<file path="src/rtl/traffic_pkg.sv">
// Shared light encodings for the local-road / highway traffic light chain.
package traffic_pkg;

   // Local-road light, one-hot as driven by the controller
   localparam logic [2:0] RED = 3'b001;
   localparam logic [2:0] YEL = 3'b010;
   localparam logic [2:0] GRE = 3'b100;

   // True only for an exact green code; non-one-hot values are not green
   function automatic logic is_green(input logic [2:0] light);
      return light == GRE;
   endfunction

endpackage

</file>
<file path="src/rtl/lr_car_detector_sync_debounce.sv">
// Two-flop synchronizer, stability filter and rising-edge event for one loop sensor.
module sync_debounce #(
   parameter int DEB_CYCLES = 4
) (
   input  logic clk,
   input  logic rst,
   input  logic raw,
   output logic level,
   output logic rise_ev
);

   localparam int DC_W = $clog2(DEB_CYCLES) + 1;
   localparam logic [DC_W-1:0] DC_LAST = DC_W'(DEB_CYCLES - 1);

   logic            s1, s2;
   logic [DC_W-1:0] dc;
   logic            filt, filt_d;

   // Bring the asynchronous loop level into the clk domain
   always_ff @(posedge clk) begin
      if (rst) begin
         s1 <= 1'b0;
         s2 <= 1'b0;
      end else begin
         s1 <= raw;
         s2 <= s1;
      end
   end

   // Accept a new level only after it has differed from filt for DEB_CYCLES samples
   always_ff @(posedge clk) begin
      if (rst) begin
         dc     <= '0;
         filt   <= 1'b0;
         filt_d <= 1'b0;
      end else begin
         filt_d <= filt;
         if (s2 == filt) begin
            dc <= '0;
         end else if (dc == DC_LAST) begin
            filt <= s2;
            dc   <= '0;
         end else begin
            dc <= dc + DC_W'(1);
         end
      end
   end

   assign level   = filt;
   // One cycle per filtered rising edge; a held car gives a single event
   assign rise_ev = filt & ~filt_d;

endmodule

</file>
<file path="src/rtl/lr_car_detector.sv">
// Local-road car detector: conditions the two loop sensors and keeps a
// saturating count of waiting cars that drives the controller request.
module lr_car_detector
   import traffic_pkg::*;
#(
   parameter int DEB_CYCLES = 4,
   parameter int MAX_CARS   = 15,
   parameter int CNT_W      = 4
) (
   input  logic             clk,
   input  logic             rst,
   input  logic             arrive_raw,
   input  logic             depart_raw,
   input  logic [2:0]       lr_light,
   output logic             lr_has_car,
   output logic [CNT_W-1:0] car_count,
   output logic             overflow,
   output logic             depart_err
);

   localparam logic [CNT_W-1:0] MAX_Q = CNT_W'(MAX_CARS);

   logic       arr_ev, dep_ev, dep_ok;
   // Filtered sensor levels, kept visible for debug probing only
   logic [1:0] unused_level;

   sync_debounce #(.DEB_CYCLES(DEB_CYCLES)) u_arrive (
      .clk     (clk),
      .rst     (rst),
      .raw     (arrive_raw),
      .level   (unused_level[0]),
      .rise_ev (arr_ev)
   );

   sync_debounce #(.DEB_CYCLES(DEB_CYCLES)) u_depart (
      .clk     (clk),
      .rst     (rst),
      .raw     (depart_raw),
      .level   (unused_level[1]),
      .rise_ev (dep_ev)
   );

   // A departure only counts on green with someone actually queued
   assign dep_ok = dep_ev & is_green(lr_light) & (car_count != '0);

   // Queue counter and status flags; count saturates at both ends
   always_ff @(posedge clk) begin
      if (rst) begin
         car_count  <= '0;
         overflow   <= 1'b0;
         depart_err <= 1'b0;
      end else begin
         depart_err <= dep_ev & ~dep_ok;
         if (arr_ev && dep_ok) begin
            car_count <= car_count;
         end else if (arr_ev) begin
            if (car_count == MAX_Q) overflow  <= 1'b1;
            else                    car_count <= car_count + CNT_W'(1);
         end else if (dep_ok) begin
            car_count <= car_count - CNT_W'(1);
         end
      end
   end

   assign lr_has_car = (car_count != '0);

endmodule

</file>
<file path="config.mk">
export PLATFORM = sky130hd
export DESIGN_NAME = lr_car_detector
export DESIGN_NICKNAME = d
export VERILOG_FILES = /design/src/rtl/traffic_pkg.sv /design/src/rtl/lr_car_detector_sync_debounce.sv /design/src/rtl/lr_car_detector.sv
export SDC_FILE = /design/constraint.sdc
export NUM_CORES = 1
export LEC_CHECK = 0
export CAP_MARGIN = 20
export CORE_MARGIN = 2
export CORE_UTILIZATION = 45
export DETAILED_ROUTE_END_ITERATION = 10
export MAX_ROUTING_LAYER = met4
export PLACE_DENSITY_LB_ADDON = 0.2
export SLEW_MARGIN = 20
export SYNTH_ARGS = -nofsm -noshare
export SYNTH_HDL_FRONTEND = slang
export SYNTH_SLANG_ARGS = --single-unit
export TNS_END_PERCENT = 100
</file>
<file path="constraint.sdc">
create_clock -name clk -period 3.1 [get_ports clk]
set_clock_uncertainty 0.05 [all_clocks]
set_input_delay 0.31 -clock clk [delete_from_list [all_inputs] [get_ports clk]]
set_output_delay 0.31 -clock clk [all_outputs]
set_load 0.1 [all_outputs]
</file>
Word level (Yosys, flattened, before mapping)
Index checks and enable logic that the tools add are counted.
{"block": "word_totals", "ff_bits": 20, "inputBits": 7}
{"block": "classes", "add_sub_neg": 4, "n_eq_ne": 7, "n_mux": 3, "n_bitwise": 11, "n_reduce_logical": 9}
{"operator": "4-bit two-way mux", "count": 3}
{"operator": "3-bit by 1-bit adder with 3-bit output (second input constant)", "count": 2}
{"operator": "3-bit by 2-bit equality test with 1-bit output (second input constant)", "count": 2}
{"operator": "1-bit inverter", "count": 6}
{"operator": "3-bit AND reduction", "count": 2}
{"operator": "3-bit OR reduction", "count": 2}
{"operator": "1-bit bitwise AND", "count": 5}
{"operator": "4-bit by 1-bit adder with 4-bit output (second input constant)", "count": 1}
{"operator": "4-bit equality test (second input constant)", "count": 1}
{"operator": "2-bit AND reduction", "count": 2}
{"operator": "4-bit nonzero test", "count": 1}
{"operator": "4-bit by 1-bit subtractor with 4-bit output (second input constant)", "count": 1}
{"operator": "3-bit equality test (second input constant)", "count": 1}
{"operator": "1-bit equality test", "count": 2}
{"operator": "2-bit != test (second input constant)", "count": 1}
{"operator": "2-bit nonzero test", "count": 1}
{"operator": "1-bit logical AND", "count": 1}

Logic depth before layout (Yosys ltp)
Gate-level depths: netlist of run 1.
{"block": "depth", "depth_word": 7, "ltp_mapped": 6, "ltp_nobuf": 6}

Hierarchy
Synthesis of run 1 repeated with hierarchy kept, for this count alone.
{"block": "hier_totals", "cells_unflattened": 81, "area_unflattened_um2": 890.9}
{"mod": "sync_debounce", "instances": 2, "cells_each": 20, "area_per_inst_um2": 244.0}
{"mod": "lr_car_detector", "instances": 1, "cells_each": 41, "area_per_inst_um2": 402.9}

Worst setup path after synthesis of run 1
Ideal clock, no wire load.
{"block": "synth_path", "path_type": "flip-flop to flip-flop", "from": "register car_count[0]", "to": "register car_count[0]", "setup_time_ns": 0.123, "arrival_time_ns": 2.358, "required_time_ns": 2.927, "path_slack_ns": 0.569, "stages_incl_launch_ff": 5, "n_path_buf": 0, "path_cell_list": "dfxtp_1 -> or4_4 -> nand3_4 -> mux2i_1 -> mux2_1"}
{"block": "synth_between", "elab_chain_len": 5, "elab_cells_between_ends": 13}
{"item": "from (decl)", "line": "lr_car_detector.sv:16", "rtl": "output logic [CNT_W-1:0] car_count,"}
{"item": "from (signal assigned)", "line": "lr_car_detector.sv:55", "rtl": "car_count <= car_count;"}
{"item": "from (signal assigned)", "line": "lr_car_detector.sv:58", "rtl": "else car_count <= car_count + CNT_W'(1);"}
{"item": "from (signal assigned)", "line": "lr_car_detector.sv:60", "rtl": "car_count <= car_count - CNT_W'(1);"}
{"item": "4-bit nonzero test *"}
{"item": "via lr_has_car", "line": "lr_car_detector.sv:15", "rtl": "output logic lr_has_car,"}
{"item": "1-bit bitwise AND *", "line": "lr_car_detector.sv:44", "rtl": "assign dep_ok = dep_ev & is_green(lr_light) & (car_count != '0);"}
{"item": "1-bit logical AND", "line": "lr_car_detector.sv:54", "rtl": "if (arr_ev && dep_ok) begin"}
{"item": "1-bit inverter (no line)"}
{"item": "3-bit AND reduction (no line) *"}
The timed path passes the listed nets; every way through them passes the cells marked *. The select of a mux whose other input is x is not followed.
A chain may end at the register's enable or synchronous reset.

Worst setup path after layout of run 1
{"block": "layout_path", "from": "register overflow", "to": "output port overflow"}
{"item": "from (decl)", "line": "lr_car_detector.sv:17", "rtl": "output logic overflow,"}
{"item": "from (signal assigned)", "line": "lr_car_detector.sv:50", "rtl": "overflow <= 1'b0;"}
{"item": "from (signal assigned)", "line": "lr_car_detector.sv:57", "rtl": "if (car_count == MAX_Q) overflow <= 1'b1;"}
No word-level cell between the ends.

==> results of run 1 <==
## cell usage after synthesis
cell type and number:
or4_4 1, or3_1 2, and4_1 1, mux2_1 2
nor2_1 13, dfxtp_1 20, fa_1 1, a211o_1 1
nor4bb_1 1, nand2b_1 3, nand3_1 2, inv_1 4
clkbuf_1 2, a21oi_1 2, mux2_2 1, nand3_4 1
nor4b_2 1, ha_1 6, nor2b_1 10, mux2i_1 5
xnor2_1 3
## kinds of logic after synthesis
logic type | after synthesis | share of synthesized area, %
simple gates | 35 | 25.0
mux | 8 | 9.72
buf+inv | 6 | 2.61
xor+xnor | 3 | 3.05
compound gates | 3 | 2.18
flops | 20 | 46.4
fa+ha+maj | 7 | 11.0
## path summary, 6_finish.rpt
check	depth (start not counted)	end	start	slack, ns
max reg2reg	6	car_count[3]$_SDFFE_PP0P_	u_arrive.level$_SDFFE_PP0P_	1.06
min	1	u_depart.dc[0]$_SDFF_PP0_	u_depart.dc[0]$_SDFF_PP0_	0.38
min reg2reg	1	u_depart.dc[0]$_SDFF_PP0_	u_depart.dc[0]$_SDFF_PP0_	0.38
max	1	overflow	overflow$_SDFFE_PP0P_	0.95
## area by class of cell
| class | count | area share, % |
|---|---|---|
| multi-input combinational | 56 | 41.6 |
| sequential | 20 | 37.9 |
| timing repair buffer | 13 | 11.1 |
| tap | 25 | 2.96 |
| clock inverter | 1 | 2.84 |
| clock buffer | 3 | 2.13 |
| inverter | 4 | 1.42 |
## flip-flops by register name, summed over array words and instances, names as in the netlist
name and count:
u_depart.filt_d 1, overflow 1, u_depart.s2 1, u_depart.dc 3
u_arrive.dc 3, u_arrive.level 1, u_depart.s1 1, depart_err 1
u_depart.level 1, u_arrive.filt_d 1, u_arrive.s2 1, u_arrive.s1 1
car_count 4
## routing by layer
layer	track usage [%]	vias up	part of all wire (%)
met5	-	-	0
met4	4.32	0	1.0
met3	3.77	4	6.0
met2	25.3	12	51
met1	17.2	282	42
li1	-	308	-
## power by group
group	internal, mW	leakage (nW)	total, mW	switching [mW]
Clock	0.131	0.0279	0.211	0.0802
Sequential	0.260	0.162	0.261	0.00126
Combinational	0.0104	0.249	0.0175	0.00718
Total	0.401	0.439	0.490	0.0887
==> out/metrics.csv, run 1 <==
metric;value;unit
syn_area;862;um2
h-tree-depth;1;
portBuffers;13;
worstPathArrival;1.79;ns
antenna_cells;0;
cts_setup_buffers;0;
crit_type;reg2out;
crit_path_max_incr_delay;1.14;ns
min_period;2.15;ns
critPathTopFamily;buffers and inverters;
required;2.74;ns
dp.cells;118;
status;finished clean;
ctsResizeCount;0;
clkSlewWorstSetupHoldPaths;0.12;ns
max_freq;465;MHz
firstDrtPassIters;2;
clkSinkCount;20;
ys_seq_area_share;46.4;%
cp_slowest_cell;clkdlybuf4s50_1;
p_leak;0.439;nW
die_w;47.8;um
slew_viol_final;0;
synth_top_cell_by_area;dfxtp_1;
synth_area_leaders;dfxtp_1, ha_1, nor2b_1, mux2i_1, nor2_1;
drive_gt1_share;13.4;%
cap_viol_max_count;0;
worstSetupEndpointType;output port;
nets;112;
critPathLaunchType;flip-flop;
vias_per_cell;4.97;
layout_commonest_cell;dfxtp_1;
num_rows;15;
synth_seq_cells;20;
cts_tree;yes;
fin_util;59.9;%
areaGrowthSynthToFinish;22.5;%
drc;0;
ios;14;
grt_overflow_total;0;
fp.coreArea;0.00176;mm2
wl;1330;um
cts_root_buf;clkbuf_4;
layout_common_cells;dfxtp_1, nor2_1, nor2b_1;
hold_ws;0.379;ns
hold_path_class;reg2reg;
antenna_found_initial;0;
clk_latency;0.29;ns
vias;606;
ir_worst_vdd;0.455;mV
cp_cell_sequence;clkdlybuf4s50_1;
ant_nets;0;
grt_pass1_vias;583;
finalNonFillerCells;122;
grt_usage;14.9;%
setup_viol;0;
setup_tns;0;ns
clock_path_buffers;2;
cts_buffers;3;
multiInputGateArea;439;um2
grt_pass1_wl;2350;um
synth_cell_types;21;
finalHoldViolCount;0;
p_per_area;464;mW/mm2
wire_per_inst;10.9;um
dpl_cell_area;0.00100;mm2
n_fill_cell;178;
initial_core_util;48.9;%
dpl_worst_slack;1.01;ns
syn_avg_cell_area;10.5;um2
die-area;0.00228;mm2
path_max_fanout;2;
drt_iter0_drc;3;
total_power;490;uW
slew_headroom;35.3;%
synth_fp_nets;96;
grt_max_degree;21;
finalCritPeriodShare;69.4;%
die_y;47.8;um
worst_slew_pin_slew;0.968;ns
rsz0062_at_grt;no;
final_cell_area;0.00106;mm2
cp_num_buf_inv;1;
hpwlAfterDp;994;um
synth_top_area_share;46.4;%
regArea;400;um2
yosysWarnings;0;
hold_buffers;0;
syn_inst;82;
setup_ws;0.949;ns
place.gp.congestion;0.706;
(Power assumes the default switching activity.)
==> inputs of run 2 (changes only) <==
- clock period: 3.1 -> 1.96 ns (I/O delays scaled with it)
==> out/metrics.csv, run 2 (same netlist as run 1, synthesis figures left out) <==
metric;value;unit;change
grt_pass1_vias;542;;-7.0%
drt_iter0_drc;3;;unchanged
worstSetupEndpointType;flip-flop;;
max_freq;531;MHz;
vias_per_cell;4.81;;-3.2%
wire_per_inst;11.0;um;+0.89%
grt_overflow_total;0;;unchanged
hold_path_class;reg2reg;;
critPathLaunchType;flip-flop;;
areaGrowthSynthToFinish;30.6;%;
num_rows;15;;unchanged
intPower;581;uW;+45%
slew_headroom;64.0;%;+29 points
path_max_fanout;4;;+2
grt_max_degree;17;;-19%
fp.coreArea;0.00176;mm2;unchanged
clkSlewWorstSetupHoldPaths;0.12;ns;about the same
cp_cell_sequence;nand2b_1, ha_4, nand3_1, a211o_1, mux2i_1, mux2_2;;
status;finished clean;;
pwr-share-clk;39.4;%;-3.6 points
rsz0062_at_grt;no;;
layout_commonest_cell;dfxtp_1;;
layout_common_cells;dfxtp_1, nor2_1, nor2b_1, buf_4, clkdlybuf4s50_1;;
worstPathArrival;2.04;ns;+0.25 ns
portBuffers;13;;unchanged
clock_path_buffers;2;;unchanged
rr_worst_depth;6;;unchanged
worstHoldPathCells;1;;unchanged
final_cell_area;0.00113;mm2;+6.6%
antenna_found_initial;0;;unchanged
crit_path_max_incr_delay;0.34;ns;-0.80 ns
ir_worst_vdd;0.559;mV;+23%
cts_root_buf;clkbuf_4;;
initial_core_util;48.9;%;unchanged
required;2.11;ns;-0.63 ns
slew_viol_final;0;;unchanged
pwr-share-seq;56.4;%;+3.0 points
regMostFlops;car_count;;
ant_nets;0;;unchanged
p_per_area;644;mW/mm2;+39%
finalCritPeriodShare;96.0;%;
grt_pass1_wl;2310;um;-1.5%
cp_slowest_cell;mux2_2;;
cts_buffers;3;;unchanged
die_w;47.8;um;unchanged
worst_slew_pin_slew;0.539;ns;-0.429 ns
power.switching;144;uW;+62%
dpl_worst_slack;0.0821;ns;-0.928 ns
crit_type;reg2reg;;
largest_reg_flops;4;;unchanged
drc;0;;unchanged
antenna_cells;0;;unchanged
h-tree-depth;1;;unchanged
vias;606;;unchanged
setup_ws;0.0776;ns;-0.872 ns
drive_gt1_share;24.8;%;+11 points
swShare;19.8;%;+1.7 points
die-area;0.00228;mm2;unchanged
firstDrtPassIters;4;;+2
cts_setup_buffers;0;;unchanged
clk_latency;0.30;ns;about the same
place.gp.congestion;0.738;;+4.6%
setup_viol;0;;unchanged
nets;116;;+3.6%
power_frac_comb;4.2;%;+0.6 points
cap_viol_max_count;0;;unchanged
dpl_cell_area;0.00107;mm2;+6.2%
cts_tree;yes;;
wl;1390;um;+4.2%
ios;14;;unchanged
min_period;1.88;ns;
grt_usage;15.1;%;+0.23 points
p_leak;0.464;nW;+5.5%
finalHoldViolCount;0;;unchanged
hpwlAfterDp;1030;um;+3.6%
die_y;47.8;um;unchanged
largestRegisters;car_count x4, u_arrive.dc x3, u_depart.dc x3;;
clkSinkCount;20;;unchanged
-- run 2: metrics by stage --
step                hold WS, ns  power (mW)  utilization, %  cells  setup TNS, ns
CTS                       0.378       0.732            63.1    126              0
finish                    0.377       0.725            63.8    126              0
global placement          0.356       0.449            60.4    122              0
global route              0.393       0.750            63.8    126              0
detailed placement        0.361       0.450            60.4    122              0
floorplan                 0.274       0.431               -     82         -0.377
-- run 2: cell type report --
cell class	count	area (um2)
fill	150	638
multi-input combinational	56	464
sequential	20	413
timing repair buffer	17	155
clock buffer	4	47.5
tap	25	31.3
inverter	4	15.0
-- run 2: final timing paths --
| path | startpoint | slack [ns] | end |
|---|---|---|---|
| max reg2reg | u_arrive.filt_d$_SDFF_PP0_ | 0.08 | car_count[3]$_SDFFE_PP0P_ |
| max | u_arrive.filt_d$_SDFF_PP0_ | 0.08 | car_count[3]$_SDFFE_PP0P_ |
| min reg2reg | u_arrive.dc[0]$_SDFF_PP0_ | 0.38 | u_arrive.dc[0]$_SDFF_PP0_ |
| min | u_arrive.dc[0]$_SDFF_PP0_ | 0.38 | u_arrive.dc[0]$_SDFF_PP0_ |
-- run 2: worst max-delay path, delay by kind of cell (launching register included) --
family	cells	cell delay [ns]
AO/OA/AOI/OAI	1	0.27
adder cells (fa/ha/maj)	1	0.33
flip-flops	1	0.31
multiplexers	2	0.49
AND/OR/NAND/NOR	2	0.33
-- run 2: layer usage --
layer	global-route usage (%)	share of wire, %
met5	-	0
met4	6.49	0.86
met3	4.91	6.0
met2	22.7	48
met1	18.6	45
-- run 2: power by group through the flow --
stage / Sequential [mW] / Clock, mW / Combinational [mW]
finish: 0.409 / 0.285 / 0.0305
global route: 0.410 / 0.305 / 0.0343
CTS: 0.409 / 0.292 / 0.0311
global placement: 0.418 / 0 / 0.0302
detailed placement: 0.419 / 0 / 0.0310
floorplan: 0.418 / 0 / 0.0130
-- run 2: what timing repair did --
action | in CTS | in global routing
hold buffers | 0 | 0
gates resized for setup | 0 | 1
setup endpoints to repair | 0 | 1
